$ cat config.mk
export PLATFORM = sky130hd
export DESIGN_NAME = mem_1r1w_masked_fwd
export DESIGN_NICKNAME = d
export VERILOG_FILES = /design/src/rtl/mem_1r1w_masked_fwd.sv
export SDC_FILE = /design/constraint.sdc
export NUM_CORES = 2
export LEC_CHECK = 0
export ABC_CLOCK_PERIOD_IN_PS = 31100
export CORE_MARGIN = 3
export CORE_UTILIZATION = 65
export DETAILED_ROUTE_END_ITERATION = 7
export PLACE_DENSITY = 0.82
export SYNTH_ARGS = -nofsm -noshare
export SYNTH_HDL_FRONTEND = slang
export SYNTH_SLANG_ARGS = --single-unit
export TNS_END_PERCENT = 5
$ cat constraint.sdc
create_clock -name clock -period 31.1 [get_ports clock]
set_input_delay 6.22 -clock clock [delete_from_list [all_inputs] [get_ports clock]]
set_output_delay 6.22 -clock clock [all_outputs]
set_load 0.005 [all_outputs]
$ cat src/rtl/mem_1r1w_masked_fwd.sv
// mem_1r1w_masked_fwd: single-clock 1R1W memory with per-lane write masks,
// same-cycle write-to-read forwarding, per-lane valid tracking (so unwritten
// lanes read as zero after reset) and an optional output register.
//
// Read handshake: a read is requested by R0_en=1 on a rising edge. Exactly
// 1+OUT_REG edges later R0_valid is high for one cycle per request, and
// R0_data carries that request's result. R0_data holds its last value
// while R0_valid=0. There is no back-pressure, so one read per cycle is
// always accepted.
module mem_1r1w_masked_fwd #(
  parameter int DEPTH     = 32,
  parameter int WIDTH     = 64,
  parameter int MASK_GRAN = 8,
  parameter int OUT_REG   = 0,
  localparam int NLANES   = WIDTH / MASK_GRAN,
  localparam int ADDR_W   = (DEPTH > 2) ? $clog2(DEPTH) : 1
) (
  input  logic              clock,
  input  logic              reset,
  input  logic [ADDR_W-1:0] R0_addr,
  input  logic              R0_en,
  output logic [WIDTH-1:0]  R0_data,
  output logic              R0_valid,
  input  logic [ADDR_W-1:0] W0_addr,
  input  logic              W0_en,
  input  logic [WIDTH-1:0]  W0_data,
  input  logic [NLANES-1:0] W0_mask
);

  // DEPTH always fits in ADDR_W+1 bits, which also covers power-of-two depths.
  localparam logic [ADDR_W:0] DEPTH_W = (ADDR_W + 1)'(DEPTH);

  logic [WIDTH-1:0]  mem        [DEPTH];
  logic [NLANES-1:0] lane_valid [DEPTH];

  logic             rd_in_range;
  logic             wr_in_range;
  logic             fwd_hit;
  logic [WIDTH-1:0] rd_word;
  logic [WIDTH-1:0] s1_data;
  logic             s1_valid;

  assign rd_in_range = ({1'b0, R0_addr} < DEPTH_W);
  assign wr_in_range = ({1'b0, W0_addr} < DEPTH_W);
  // Equal addresses with an in-range read imply an in-range write.
  assign fwd_hit     = W0_en && (W0_addr == R0_addr);

  // Per-lane read word: forwarded write lane, else stored lane if valid, else zero.
  always_comb begin
    rd_word = '0;
    if (rd_in_range) begin
      for (int i = 0; i < NLANES; i++) begin
        if (fwd_hit && W0_mask[i]) begin
          rd_word[i*MASK_GRAN +: MASK_GRAN] = W0_data[i*MASK_GRAN +: MASK_GRAN];
        end else if (lane_valid[R0_addr][i]) begin
          rd_word[i*MASK_GRAN +: MASK_GRAN] = mem[R0_addr][i*MASK_GRAN +: MASK_GRAN];
        end
      end
    end
  end

  // Storage array: masked lane writes, never reset.
  always_ff @(posedge clock) begin
    if (W0_en && wr_in_range) begin
      for (int i = 0; i < NLANES; i++) begin
        if (W0_mask[i]) begin
          mem[W0_addr][i*MASK_GRAN +: MASK_GRAN] <= W0_data[i*MASK_GRAN +: MASK_GRAN];
        end
      end
    end
  end

  // Lane-valid bits: cleared by reset, set by each masked lane write.
  always_ff @(posedge clock or posedge reset) begin
    if (reset) begin
      for (int d = 0; d < DEPTH; d++) begin
        lane_valid[d] <= '0;
      end
    end else if (W0_en && wr_in_range) begin
      lane_valid[W0_addr] <= lane_valid[W0_addr] | W0_mask;
    end
  end

  // Read stage 1: capture the read word on a request, hold data otherwise.
  always_ff @(posedge clock or posedge reset) begin
    if (reset) begin
      s1_valid <= 1'b0;
      s1_data  <= '0;
    end else begin
      s1_valid <= R0_en;
      if (R0_en) begin
        s1_data <= rd_word;
      end
    end
  end

  generate
    if (OUT_REG != 0) begin : g_out_reg
      logic [WIDTH-1:0] s2_data;
      logic             s2_valid;

      // Read stage 2: register stage-1 data only when it carries a result.
      always_ff @(posedge clock or posedge reset) begin
        if (reset) begin
          s2_valid <= 1'b0;
          s2_data  <= '0;
        end else begin
          s2_valid <= s1_valid;
          if (s1_valid) begin
            s2_data <= s1_data;
          end
        end
      end

      assign R0_data  = s2_data;
      assign R0_valid = s2_valid;
    end else begin : g_no_out_reg
      assign R0_data  = s1_data;
      assign R0_valid = s1_valid;
    end
  endgenerate

endmodule

# After elaboration in Yosys (flattened, before gate mapping)
# Memory sizes are Yosys's and may differ from the RTL's.
# Index checks and enable logic that the tools add are counted.
[totals]
reg_bits = 321
mem_bits_rw = 2048
inputBits = 86
out_inout_bits = 65
wordCells = 101
memories = 1
[memory_table]
columns = ["name", "words", "word_bits", "read_ports", "rd_ports_with_merged_regs", "wr", "line_no", "text"]
rows = [
  ["mem", 32, 64, 1, 0, 1, "33", "logic [WIDTH-1:0] mem [DEPTH];"],
]
[classes]
n_lt_le_gt_ge = 3
eq_ne = 1
mux = 49
n_bitwise = 3
reduce_logical = 10
[op_table]
columns = ["cell", "count"]
rows = [
  ["bitwise mux 256 bit", 1],
  ["two-way mux 8 bit", 21],
  ["binary-select mux 8 bit (select 5 bit)", 2],
  ["demux 8 bit (select 5 bit)", 1],
  ["two-way mux 1 bit", 24],
  ["greater-or-equal comparator 6 bit, second input constant", 2],
  ["NOT 5 -> 6 bit", 2],
  ["logical AND 1 bit", 10],
  ["OR 8 bit", 1],
  ["< comparator 6 x 1 -> 1 bit, second input constant", 1],
  ["equality test 5 bit", 1],
]

# Logic depth before layout (Yosys ltp)
[logic_depth]
ltp_word = 6
depth_mapped = 11
ltp_nobuf = 5

# Worst setup path after synthesis
# Ideal clock, no wire load.
[synth_timing]
kind = "input -> register"
start = "input port W0_addr[0]"
end = "memory mem[7][32] (enable)"
setup_ns = 0.395
arrival_time_ns = 8.434
required_time_ns = 30.705
path_slack_ns = 22.271
path_stages = 9
n_path_buf = 7
cell_sequence = "buf_6 buf_12 buf_12 buf_6 buf_6 nand3_2 clkbuf_1 buf_1 nor4_1"
[synth_rtl]
columns = ["item", "line_no", "text"]
rows = [
  ["start: declaration", "24", "input logic [ADDR_W-1:0] W0_addr,"],
  ["end: declaration", "33", ""],
]
# Straight into the memory's write port.

# Worst setup path in the final report
[layout_timing]
start = "input port R0_addr[0]"
end = "register s1_data[55], in the netlist R0_data[55]"
[layout_between]
elab_chain_cells = 6
word_cells_on_any_way = 10
cone_classes = "1 x eq/ne; 5 x mux; 1 x bitwise; 2 x reduce/logical; 1 x memory"
[layout_lines]
columns = ["item", "line_no", "text"]
rows = [
  ["start: declaration", "20", "input logic [ADDR_W-1:0] R0_addr,"],
  ["NOT 5 -> 6 bit (implied by the code)", "55", "end else if (lane_valid[R0_addr][i]) begin"],
  ["binary-select mux 8 bit (select 5 bit)", "55", ""],
  ["two-way mux 8 bit (2 in a row)", "--", ""],
  ["two-way mux 8 bit", "55", ""],
  ["two-way mux 8 bit (*)", "53", "if (fwd_hit && W0_mask[i]) begin"],
  ["end signal: assignment", "92", "s1_data <= rd_word;"],
  ["end: declaration", "40", "logic [WIDTH-1:0] s1_data;"],
]
# Mark *: on every way between the ends. The rest lies on a longest branch, timed or not. The select of a mux whose other input is x is not followed.
# A chain may end at the register's enable or synchronous reset.

==> summary.txt <==
Outcome
  • Status: completed

Power and ir drop
  • P per Cell Area: approximately 65 nW/um^2
  • P_leak: about 35 nW
  • Final total power: approximately 7 mW
  • Worst IR Drop VDD: about 69 uV

Logic synthesis
  • Part of the Yosys area used for sequential elements: 72.8%
  • Distinct cells, synth: ~70
  • Cell count after synthesis: between 5000 and 6000
  • Async SR Flop Fraction: 13.6%
  • Synthesis-stage register bit count: roughly 2400
  • Syn avg cell area: 18.8 sq um
  • Synth Flop Type: edfxtp_1
  • Synth Cell Area: about 95000 sq um
  • Post-Syn Nets: between 5000 and 6000
  • Synth warnings: 0
  • EDFF count, synth: ~2000

Global route
  • Gr usage total: a little over a third
  • First-pass GRT wire length: ~380000 um
  • Vias in the first global route: 56400
  • Remaining global-route overflow: 0
  • Initial antenna violation count: 11
  • Largest net degree at the start of global routing: ~130

Setup path
  • Critical path, cell by cell: buf_8 -> buf_12 -> buf_4 -> buf_4 -> buf_4 -> mux4_2 -> a22oi_1 -> o211ai_1 -> nor2_1 -> o21ai_0
  • Highest-delay cell along the critical path: buf_4
  • CP peak stage delay: 880 ps
  • Crit-path leading delay family: buffers and inverters
  • Most used cell along the critical path: buf_4
  • Kind of critical path: input port to flop
  • Worst Path Arrival: roughly 12000 ps
  • CP max FO: roughly 110
  • Crit path capture type: flop
  • Buf/Inv on CP: 5
  • Startpoint Class: input port
  • Critical path required time: 31800 ps

Timing
  • Pins Over Slew Limit: 0
  • Clock skew: between 50 and 60 ps
  • TNS Setup: 0 ps
  • Unrepaired setup endpoints after global routing: no
  • Tcrit/Tclk final: between 30% and 40%
  • Peak Freq: between 90 and 100 MHz
  • Hold Fails Final Rpt: 0
  • Slew headroom: 4.29%
  • Worst-Margin Slew: 1430 ps
  • Setup violators final: 0
  • Min Tclk post-route: 10970 ps

Route
  • DR vias: around 55000
  • Residual DRC: 0
  • ANT nets after route: 0
  • Detailed router's first-iteration violation count: ~8100
  • Vias/cell: 7.36
  • Wire per inst: between 30 and 40 um
  • DRT Pass-1 Iters: 7
  • Final WL: around 260000 um

Clock tree
  • Skew-Pair Late Insertion Delay: approximately 870 ps
  • Clock-pin slew of the registers on the worst-case setup and hold paths: 60 ps
  • TritonCTS Buffers: 220
  • Post-CTS Setup Repair Bufs: 0
  • CTS Hold Bufs: 0
  • CTS Buffer Depth: 3
  • CTS tree: yes
  • H-tree Lvls: 4
  • CTS resizes: 0
  • CTS sink count: between 2000 and 2500
  • Root Buffer: clkbuf_16

Run
  • Max-Cap Viols: 0

Die
  • Core Area: around 140000 sq um
  • I/O pins: ~150
  • Die area: approximately 150000 sq um
  • Starting Density: approximately two thirds
  • Rows: ~140
  • Die height: between 300 and 400 um
  • Die W: between 300 and 400 um

Place
  • IO Port Bufs: 150
  • Placer Congestion: between 0.8 and 0.9
  • Detailed placement HPWL: 147000 um

Layout
  • Most common cell after layout, fill and taps aside: edfxtp_1
  • Area growth syn-to-layout: 12.0%
  • Ratio of cells with drive above 1 in the final layout: 23.9%
  • Fillers: 7813
  • Most frequent cells in the layout: 2048 x edfxtp_1, 597 x mux4_2, 337 x nor2_1, 321 x dfrtp_1, 270 x a21oi_1
  • Nets: 5411

Min path
  • Hold WC Path Type: flop to flop
worst paths after layout:
path | start | endpoint | slack [ps] | cells past startpoint
worst max register to register | lane_valid[36]$_DFFE_PP0P_ | lane_valid[180]$_DFFE_PP0P_ | 28200 | 5
worst min-delay path | lane_valid[253]$_DFFE_PP0P_ | lane_valid[253]$_DFFE_PP0P_ | 510 | 2
worst max-delay path | R0_addr[0] | R0_data[55]$_DFFE_PP0P_ | 20130 | 10
min in group asynchronous | reset | R0_data[25]$_DFFE_PP0P_ | 5910 | 2
max in group asynchronous | reset | R0_data[37]$_DFFE_PP0P_ | 22590 | 4
worst min register to register | lane_valid[253]$_DFFE_PP0P_ | lane_valid[253]$_DFFE_PP0P_ | 510 | 2
layout make-up:
| cell class | instances | area [sq um] | share of cell area, % |
|---|---|---|---|
| sequential | 2369 | 69500 | 65.0 |
| clock buffer | 311 | 6090 | 5.69 |
| clock inverter | 105 | 1250 | 1.17 |
| tap | 1903 | 2380 | 2.23 |
| inverter | 14 | 66.3 | 0.0620 |
| antenna | 7 | 17.5 | 0.0164 |
| multi-input combinational | 2311 | 24100 | 22.6 |
| timing repair buffer | 409 | 3470 | 3.24 |
through the flow:
stage	worst slack (ps)	std cells	utilization [%]	cell area, sq um	hold WS (ps)
6_report	20130	7429	73.9	107000	506
5_1_grt	19580	7424	73.9	107000	548
4_1_cts	20010	7419	73.9	107000	509
3_5_place_dp	19320	7003	68.8	99500	495
3_3_place_gp	19350	7002	68.8	99500	477
2_1_floorplan	16000	5076	-	95400	461
per-layer routing:
| layer | up-vias | wire length [um] | global-route usage, % |
|---|---|---|---|
| met5 | - | 71 | 0 |
| met1 | 27900 | 86400 | 46.3 |
| met3 | 936 | 34100 | 9.55 |
| met2 | 4685 | 127000 | 54.3 |
| met4 | 8 | 13600 | 17.5 |
| li1 | 21200 | - | - |
synthesized netlist by cell type (55+ instances only):
cell type / number / share of area [%]
a21oi_1: 270 / 1.4
a22oi_1: 220 / 1.7
buf_2: 118 / 0.62
clkbuf_1: 155 / 0.61
dfrtp_1: 321 / 8.4
edfxtp_1: 2048 / 64
mux2i_1: 167 / 1.8
mux4_2: 597 / 14
nand2_1: 135 / 0.53
nor2_1: 339 / 1.3
nor3_1: 205 / 1.1
o211ai_1: 60 / 0.47
o21ai_0: 55 / 0.29
power by group:
part	switching [mW]	internal (mW)	total (mW)	leakage, nW
logic	0.350	0.251	0.600	9.25
clock network	1.21	1.52	2.73	3.56
registers	0.0905	3.57	3.66	22.3
total	1.65	5.34	6.99	35.1
sequential cells by signal, indices dropped and copies added, names as in the netlist:
signal and count:
lane_valid 256, R0_valid 1, mem 2048, R0_data 64
worst reg2reg max path, cell delays in order, from the launching register on:
cell	delay (ps)
dfrtp_1	400
mux4_2	570
a22oi_1	340
o221a_2	720
a21boi_0	580
a21oi_1	150
cell families after synthesis:
logic type                after synthesis  synth area share, %
buffers and inverters                 396                 2.12
AOI/OAI and AO/OA                     701                 4.72
xor gates and xnor gates                5               0.0459
muxes                                 805                 16.4
DFF                                  2369                 72.8
and+or+nand+nor                       800                 3.87
No activity file was read; power rests on OpenSTA's default activity.
